`src/rtl/write_back_unit.sv`:
```
// write_back_unit: single-port register-file write-back with a 2-entry
// pending-load buffer and a load scoreboard (busy bit per register).
// Optional macro WB_BYPASS_EN adds two combinational bypass read ports
// driven from the registered write port.
`ifndef GPR_SIZE
`define GPR_SIZE 4
`endif
`ifndef DATA_SIZE
`define DATA_SIZE 16
`endif

module write_back_unit (
  input  logic                     clock,
  input  logic                     reset,
  input  logic                     alu_valid,
  input  logic [`GPR_SIZE-1:0]     alu_dest,
  input  logic [`DATA_SIZE-1:0]    alu_data,
  input  logic                     load_issue,
  input  logic [`GPR_SIZE-1:0]     load_issue_dest,
  input  logic                     load_valid,
  input  logic [`GPR_SIZE-1:0]     load_dest,
  input  logic [`DATA_SIZE-1:0]    load_data,
  output logic                     write_enable,
  output logic [`GPR_SIZE-1:0]     write_address,
  output logic [`DATA_SIZE-1:0]    write_data,
  output logic [2**`GPR_SIZE-1:0]  busy,
  output logic                     stall
`ifdef WB_BYPASS_EN
  ,
  input  logic [`GPR_SIZE-1:0]     bypass_address0,
  input  logic [`GPR_SIZE-1:0]     bypass_address1,
  output logic                     bypass_hit0,
  output logic                     bypass_hit1,
  output logic [`DATA_SIZE-1:0]    bypass_data0,
  output logic [`DATA_SIZE-1:0]    bypass_data1
`endif
);
  localparam int NREG = 2**`GPR_SIZE;

  logic                               write_enable_q, write_enable_d;
  logic [`GPR_SIZE-1:0]               write_address_q, write_address_d;
  logic [`DATA_SIZE-1:0]              write_data_q, write_data_d;
  logic [NREG-1:0]                    busy_q, busy_d;
  logic [1:0]                         count_q, count_d;
  // entry 0 is always the FIFO head; entries shift down on pop
  logic [1:0][`GPR_SIZE-1:0]          buf_dest_q, buf_dest_d;
  logic [1:0][`DATA_SIZE-1:0]         buf_data_q, buf_data_d;

  logic pop, direct, push;

  // source selection, FIFO update and scoreboard update for the next edge
  always_comb begin
    pop    = !alu_valid && (count_q != 2'd0);
    direct = !alu_valid && (count_q == 2'd0) && load_valid;
    // any load not written directly this cycle must be buffered
    push   = load_valid && !direct;

    write_enable_d  = alu_valid || pop || direct;
    write_address_d = write_address_q;
    write_data_d    = write_data_q;
    if (alu_valid) begin
      write_address_d = alu_dest;
      write_data_d    = alu_data;
    end else if (pop) begin
      write_address_d = buf_dest_q[0];
      write_data_d    = buf_data_q[0];
    end else if (direct) begin
      write_address_d = load_dest;
      write_data_d    = load_data;
    end

    buf_dest_d = buf_dest_q;
    buf_data_d = buf_data_q;
    count_d    = count_q;
    if (pop) begin
      buf_dest_d[0] = buf_dest_q[1];
      buf_data_d[0] = buf_data_q[1];
      buf_dest_d[1] = '0;
      buf_data_d[1] = '0;
      count_d       = count_q - 2'd1;
    end
    // a push into a full buffer without a pop is dropped
    if (push && (count_d != 2'd2)) begin
      buf_dest_d[count_d[0]] = load_dest;
      buf_data_d[count_d[0]] = load_data;
      count_d                = count_d + 2'd1;
    end

    // load results clear their busy bit; a new issue to the same reg wins
    busy_d = busy_q;
    if (pop)         busy_d[buf_dest_q[0]] = 1'b0;
    else if (direct) busy_d[load_dest]     = 1'b0;
    if (load_issue)  busy_d[load_issue_dest] = 1'b1;
  end

  // state registers, cleared asynchronously
  always_ff @(posedge clock or negedge reset) begin
    if (!reset) begin
      write_enable_q  <= 1'b0;
      write_address_q <= '0;
      write_data_q    <= '0;
      busy_q          <= '0;
      count_q         <= 2'd0;
      buf_dest_q      <= '0;
      buf_data_q      <= '0;
    end else begin
      write_enable_q  <= write_enable_d;
      write_address_q <= write_address_d;
      write_data_q    <= write_data_d;
      busy_q          <= busy_d;
      count_q         <= count_d;
      buf_dest_q      <= buf_dest_d;
      buf_data_q      <= buf_data_d;
    end
  end

  assign write_enable  = write_enable_q;
  assign write_address = write_address_q;
  assign write_data    = write_data_q;
  assign busy          = busy_q;
  assign stall         = (count_q == 2'd2);

`ifdef WB_BYPASS_EN
  assign bypass_hit0  = write_enable_q && (write_address_q == bypass_address0);
  assign bypass_hit1  = write_enable_q && (write_address_q == bypass_address1);
  assign bypass_data0 = bypass_hit0 ? write_data_q : '0;
  assign bypass_data1 = bypass_hit1 ? write_data_q : '0;
`endif

endmodule
```
`config.mk`:
```
export PLATFORM = sky130hd
export DESIGN_NAME = write_back_unit
export DESIGN_NICKNAME = d
export VERILOG_FILES = /design/src/rtl/write_back_unit.sv
export SDC_FILE = /design/constraint.sdc
export NUM_CORES = 1
export LEC_CHECK = 0
export CAP_MARGIN = 25
export CORE_MARGIN = 2
export CORE_UTILIZATION = 52
export CTS_BUF_LIST = sky130_fd_sc_hd__clkbuf_2
export CTS_CLUSTER_DIAMETER = 30
export DETAILED_ROUTE_END_ITERATION = 10
export PLACE_DENSITY = 0.91
export SLEW_MARGIN = 40
export SYNTH_ARGS = -nofsm -noshare
export SYNTH_HDL_FRONTEND = slang
export SYNTH_SLANG_ARGS = --single-unit
```
`constraint.sdc`:
```
create_clock -name clock -period 3.3 [get_ports clock]
set_clock_uncertainty 0.15 [all_clocks]
set_input_delay 0.99 -clock clock [delete_from_list [all_inputs] [get_ports clock]]
set_output_delay 0.99 -clock clock [all_outputs]
set_load 0.02 [all_outputs]
```
* Word level (Yosys, flattened, before mapping)
Cells that the tools add are included.
** Word-level totals
- Flip-flop bits (word level) :: 79
- Word-level logic and storage cells :: 69
** Operators by class
- Add/subtract/negate cells :: 2
- Order comparisons :: 8
- Equal/unequal tests :: 2
- Mux-type cells :: 27
- Bitwise gates (word level) :: 5
- Reductions and logical operators :: 16
** Operators with widths (count)
- 2-to-1 mux 16 bit :: 7
- 2-to-1 mux 32 bit :: 2
- AND 16 bit :: 2
- bitwise mux 32 bit :: 1
- inverter 16 bit :: 2
- demux 16 bit (select 1 bit) :: 1
- 2-to-1 mux 4 bit :: 4
- 2-to-1 mux 8 bit :: 2
- bitwise OR 16 bit :: 1
- less-than comparator 4 x 5 -> 1 bit (second input constant) :: 3
- demux 1 bit (select 4 bit) :: 3
- greater-or-equal comparator 4 x 1 -> 1 bit (second input constant) :: 3
- logical AND 1 bit :: 9
- bitwise mux 8 bit :: 1
- demux 4 bit (select 1 bit) :: 1
- 2-to-1 mux 2 bit :: 2
- 2-to-1 mux 1 bit :: 3
- nonzero test 3 bit :: 1
- adder 2 x 1 -> 2 bit (second input constant) :: 1
- == test 2 bit (second input constant) :: 1
- zero test 1 bit :: 2
- zero test 2 bit :: 1
- logical OR 1 bit :: 2
- less-than comparator 1 x 2 -> 1 bit (second input constant) :: 1
- other kinds (4) :: 4

* Logic depth before layout (Yosys ltp)
- Depth after elaboration :: 10
- Gate-level depth with buffers :: 14
- Depth with buffers taken out :: 10

* Least setup slack after synthesis
Ideal clock, no wire load.
- Path type :: input to register
- Start point :: in alu_valid
- End point :: reg buf_data_q[16] (netlist bit)
- Setup time :: 127 ps
- Arrival :: 2670 ps
- Data required time :: 3023 ps
- Slack :: 353 ps
- Stages :: 11
- Buffers on the path :: 4
- Path through :: buf_6 -> or2_4 -> buf_6 -> buf_2 -> nand2_1 -> o21ai_0 -> ha_1 -> and2b_1 -> a21boi_2 -> buf_2 -> o21ai_0
** RTL lines
- start: declaration :: RTL line 15 : input logic alu_valid,
- end signal: assignment :: RTL line 113 : buf_data_q <= buf_data_d;
- end: declaration :: RTL line 47 : logic [1:0][`DATA_SIZE-1:0] buf_data_q, buf_data_d;

* Worst setup path in the final report
- Start point :: reg count_q[0]
- End point :: out stall
** On the way
- Word-level cells in the longest chain between the ends :: 1
** RTL lines
- start: declaration :: RTL line 44 : logic [1:0] count_q, count_d;
- start signal: assignment :: RTL line 111 : count_q <= count_d;
- == test 2 bit :: RTL line 121 : assign stall = (count_q == 2'd2);
- end: declaration :: RTL line 27 : output logic stall
No other way between the ends.

==> impl_results.md <==
* CTS hold repair buffers at 0
* Num rows at 31
* Max-Slew Margin vs Limit at 48.0%
* Via count at 3631
* Seq. cell area at 0.00198 mm²
* Die footprint at 0.00805 mm²
* Synthesized instance count at 422
* Die width at 89.7 µm
* CTS tree: built
* Synth async-reset ratio at 100%
* # diodes at 0
* Area post-placement at 0.00474 mm²
* Fin cells at 601
* Initial antenna violation count at 0
* CTS Sinks at 79
* Final hold viol count at 0
* Max-cap violations at 0
* Design area at 0.00487 mm²
* Sequential fraction of the synthesis area at 51.7%
* Core ar. at 0.00718 mm²
* Clock power share at 13.3%
* CP Max Fanout at 7
* Syn Nets at 474
* Area contributors post-synth: dfrtp_1 (52%), nand2_1 (9.9%), o22ai_1 (6.1%)
* WP data arrival at 1.93 ns
* RSZ-0062 raised after global routing: false
* Detailed placer's ending HPWL at 6920 µm
* Clk root buf: clkbuf_2
* Placed Cells at 585
* GRT overflow at 0
* WL final at 10400 µm
* Post-synth top area share at 51.7%
* Drt first-iter violations at 374
* Minimum clock period at 3.07 ns
* PwrDens at 886 mW/mm²
* # DRC at 0
* Sequential cell fraction of total power at 39.5%
* Mean Syn Cell Area at 9.06 µm²
* Post-cts repair resize count at 0
* Final setup viols at 0
* Yosys reg bits at 79
* Yosys cell types at 44
* Max-slew violation count at 0
* Tightest Pin Transition at 0.781 ns
* Clk_lat worst skew at 0.57 ns
* H-tree levels at 3
* Avg Vias per Cell at 6.04
* Worst Setup Path Type: reg -> out
* Routed wl met3 at 746 µm
* Die Y-Extent at 89.7 µm
* Synthesis Warnings at 0
* Crit. End Element: output pin
* Netlist Area Pre-Place at 0.00382 mm²
* Post-synth EDFFs at 0
* First-pass iteration count of the detailed router at 5
* Routed Antenna Nets at 0
* Internal Power at 2490 µW
* # nets final at 549
* Share of layout cells above drive strength 1 at 6.37%
* Synth area leader: dfrtp_1
* Bufs on Longest Clock Path at 2
* Filler cell count at 530
* Sw Ratio at 42.4%
* Highest routed layer: met4
* Switch Pwr at 1830 µW
* Layout area overhead at 27.5%
* Pin count of the biggest net entering global routing at 80
* Status: completed
* Vias in the first global route at 3371
* Multi-input logic area at 0.00168 mm²
* Initial Utilization at 53.3%
* Critical Path RT at 2.16 ns
* Buffers on Ports at 86
* CTS Buf Count at 9
* First-pass GRT wire length at 17000 µm
* Prevailing post-synth register cell: dfrtp_1
* CTS clk-pin slew, worst paths at 0.28 ns
* Total global-route track usage at 26.0%
* P_leak at 0.00194 µW
* Setup Fix Bufs, Post-CTS at 0
* Logic pwr share at 47.1%
* Max Clock Freq at 326 MHz
* Worst VDD drop at 0.374 mV
* Setup TNS at 0 ns
* Num ports at 87
* Startpoint types: register
* Final Cycle Share at 93.1%
* Routed len/inst at 17.3 µm
* Hold crit path type: in -> async
* Routability cong. at 0.929
* WL met1 at 4470 µm
* Met2 WL at 4880 µm
## placed cells by master, fill, tap and decap left out, drive strengths merged, types with 6 or more instances in the layout
| cell type | count |
|---|---|
| a31oi | 20 |
| clkdlybuf4s50 | 85 |
| clkbuf | 9 |
| inv | 8 |
| nand2 | 101 |
| buf | 9 |
| nor2b | 8 |
| a32o | 9 |
| dfrtp | 79 |
| o21ai | 32 |
| a21oi | 22 |
| nor2 | 25 |
| nand2b | 7 |
| nand3 | 6 |
| o22ai | 37 |
## flip-flops by register name, indices dropped and copies added, names as in the netlist
signal and cells:
buf_data_q 32, count_q 2, busy 16, write_data 16, write_address 4, buf_dest_q 8
write_enable 1
## cell families after synthesis
kind of cell,synth area share (%)
flip-flops,51.7
AO/OA/AOI/OAI,20.8
adder cells (fa/ha/maj),0.982
AND/OR/NAND/NOR,21.5
buffers and inverters,4.48
XOR/XNOR,0.458
## path summary, 6_finish.rpt
| kind | slack (ns) | endpoint | from | cells after the start |
|---|---|---|---|---|
| worst max-delay path | 0.23 | stall | count_q[0] | 3 |
| worst min-delay path | 0.25 | buf_data_q[5] | reset | 1 |
| worst max register to register | 0.45 | buf_data_q[27] | count_q[0] | 11 |
| worst min register to register | 0.38 | buf_dest_q[7] | buf_dest_q[7] | 2 |
| max in group asynchronous | 2.24 | buf_dest_q[0] | reset | 1 |
| min in group clock | 0.38 | buf_dest_q[7] | buf_dest_q[7] | 2 |
## area by class of cell
class / count / area share (%)
sequential: 79 / 40.6
multi-input combinational: 309 / 34.4
timing repair buffer: 94 / 19.4
tap: 99 / 2.54
clock inverter: 7 / 1.82
clock buffer: 9 / 0.924
inverter: 4 / 0.308
## metrics by stage
| step | utilization, % | total power (µW) | hold slack (ns) | setup slack (ns) |
|---|---|---|---|---|
| finish | 67.9 | 4320 | 0.251 | 0.228 |
| global route | 67.9 | 4570 | 0.301 | 0.189 |
| CTS | 67.9 | 4290 | 0.284 | 0.239 |
| detailed placement | 66.1 | 3720 | 0.361 | 0.0646 |
| global placement | 66.0 | 3630 | 0.354 | 0.185 |
| floorplan | - | 2910 | 0.344 | 0.353 |
## per-layer routing
layer	vias up	track usage (%)
met5	-	0
met3	30	3.44
met1	1754	37.7
met2	186	40.3
met4	0	10.1
li1	1661	-
## power by group through the flow
stage / clock, µW / combinational (µW) / sequential, µW
finish: 576 / 2040 / 1710
global route: 617 / 2200 / 1760
CTS: 577 / 2020 / 1700
detailed placement: 0 / 1990 / 1720
global placement: 0 / 1930 / 1700
floorplan: 0 / 1050 / 1860
## worst max-delay path, stage by stage (launching register included)
cell and delay (ns):
dfrtp_1 0.54, inv_1 0.12, ha_1 0.21, clkdlybuf4s50_1 0.53
## cells in the mapped netlist (2+ instances only)
cell type	number
a32o_1	9
nor2_1	23
xnor2_1	2
and2b_1	2
o21ai_1	4
a21oi_1	22
nand2b_1	7
buf_6	2
and3b_1	2
nand3_1	6
nor2b_1	8
or3_1	2
nand3b_1	5
nor3_1	3
nand2_1	101
o22ai_1	37
clkbuf_1	9
ha_1	3
inv_1	4
nor3b_1	3
o21ai_0	28
a31oi_1	20
nand4_1	4
o211ai_1	2
dfrtp_1	79
buf_2	16
buf_4	2
Note: power is estimated with default switching activity, not from simulation.
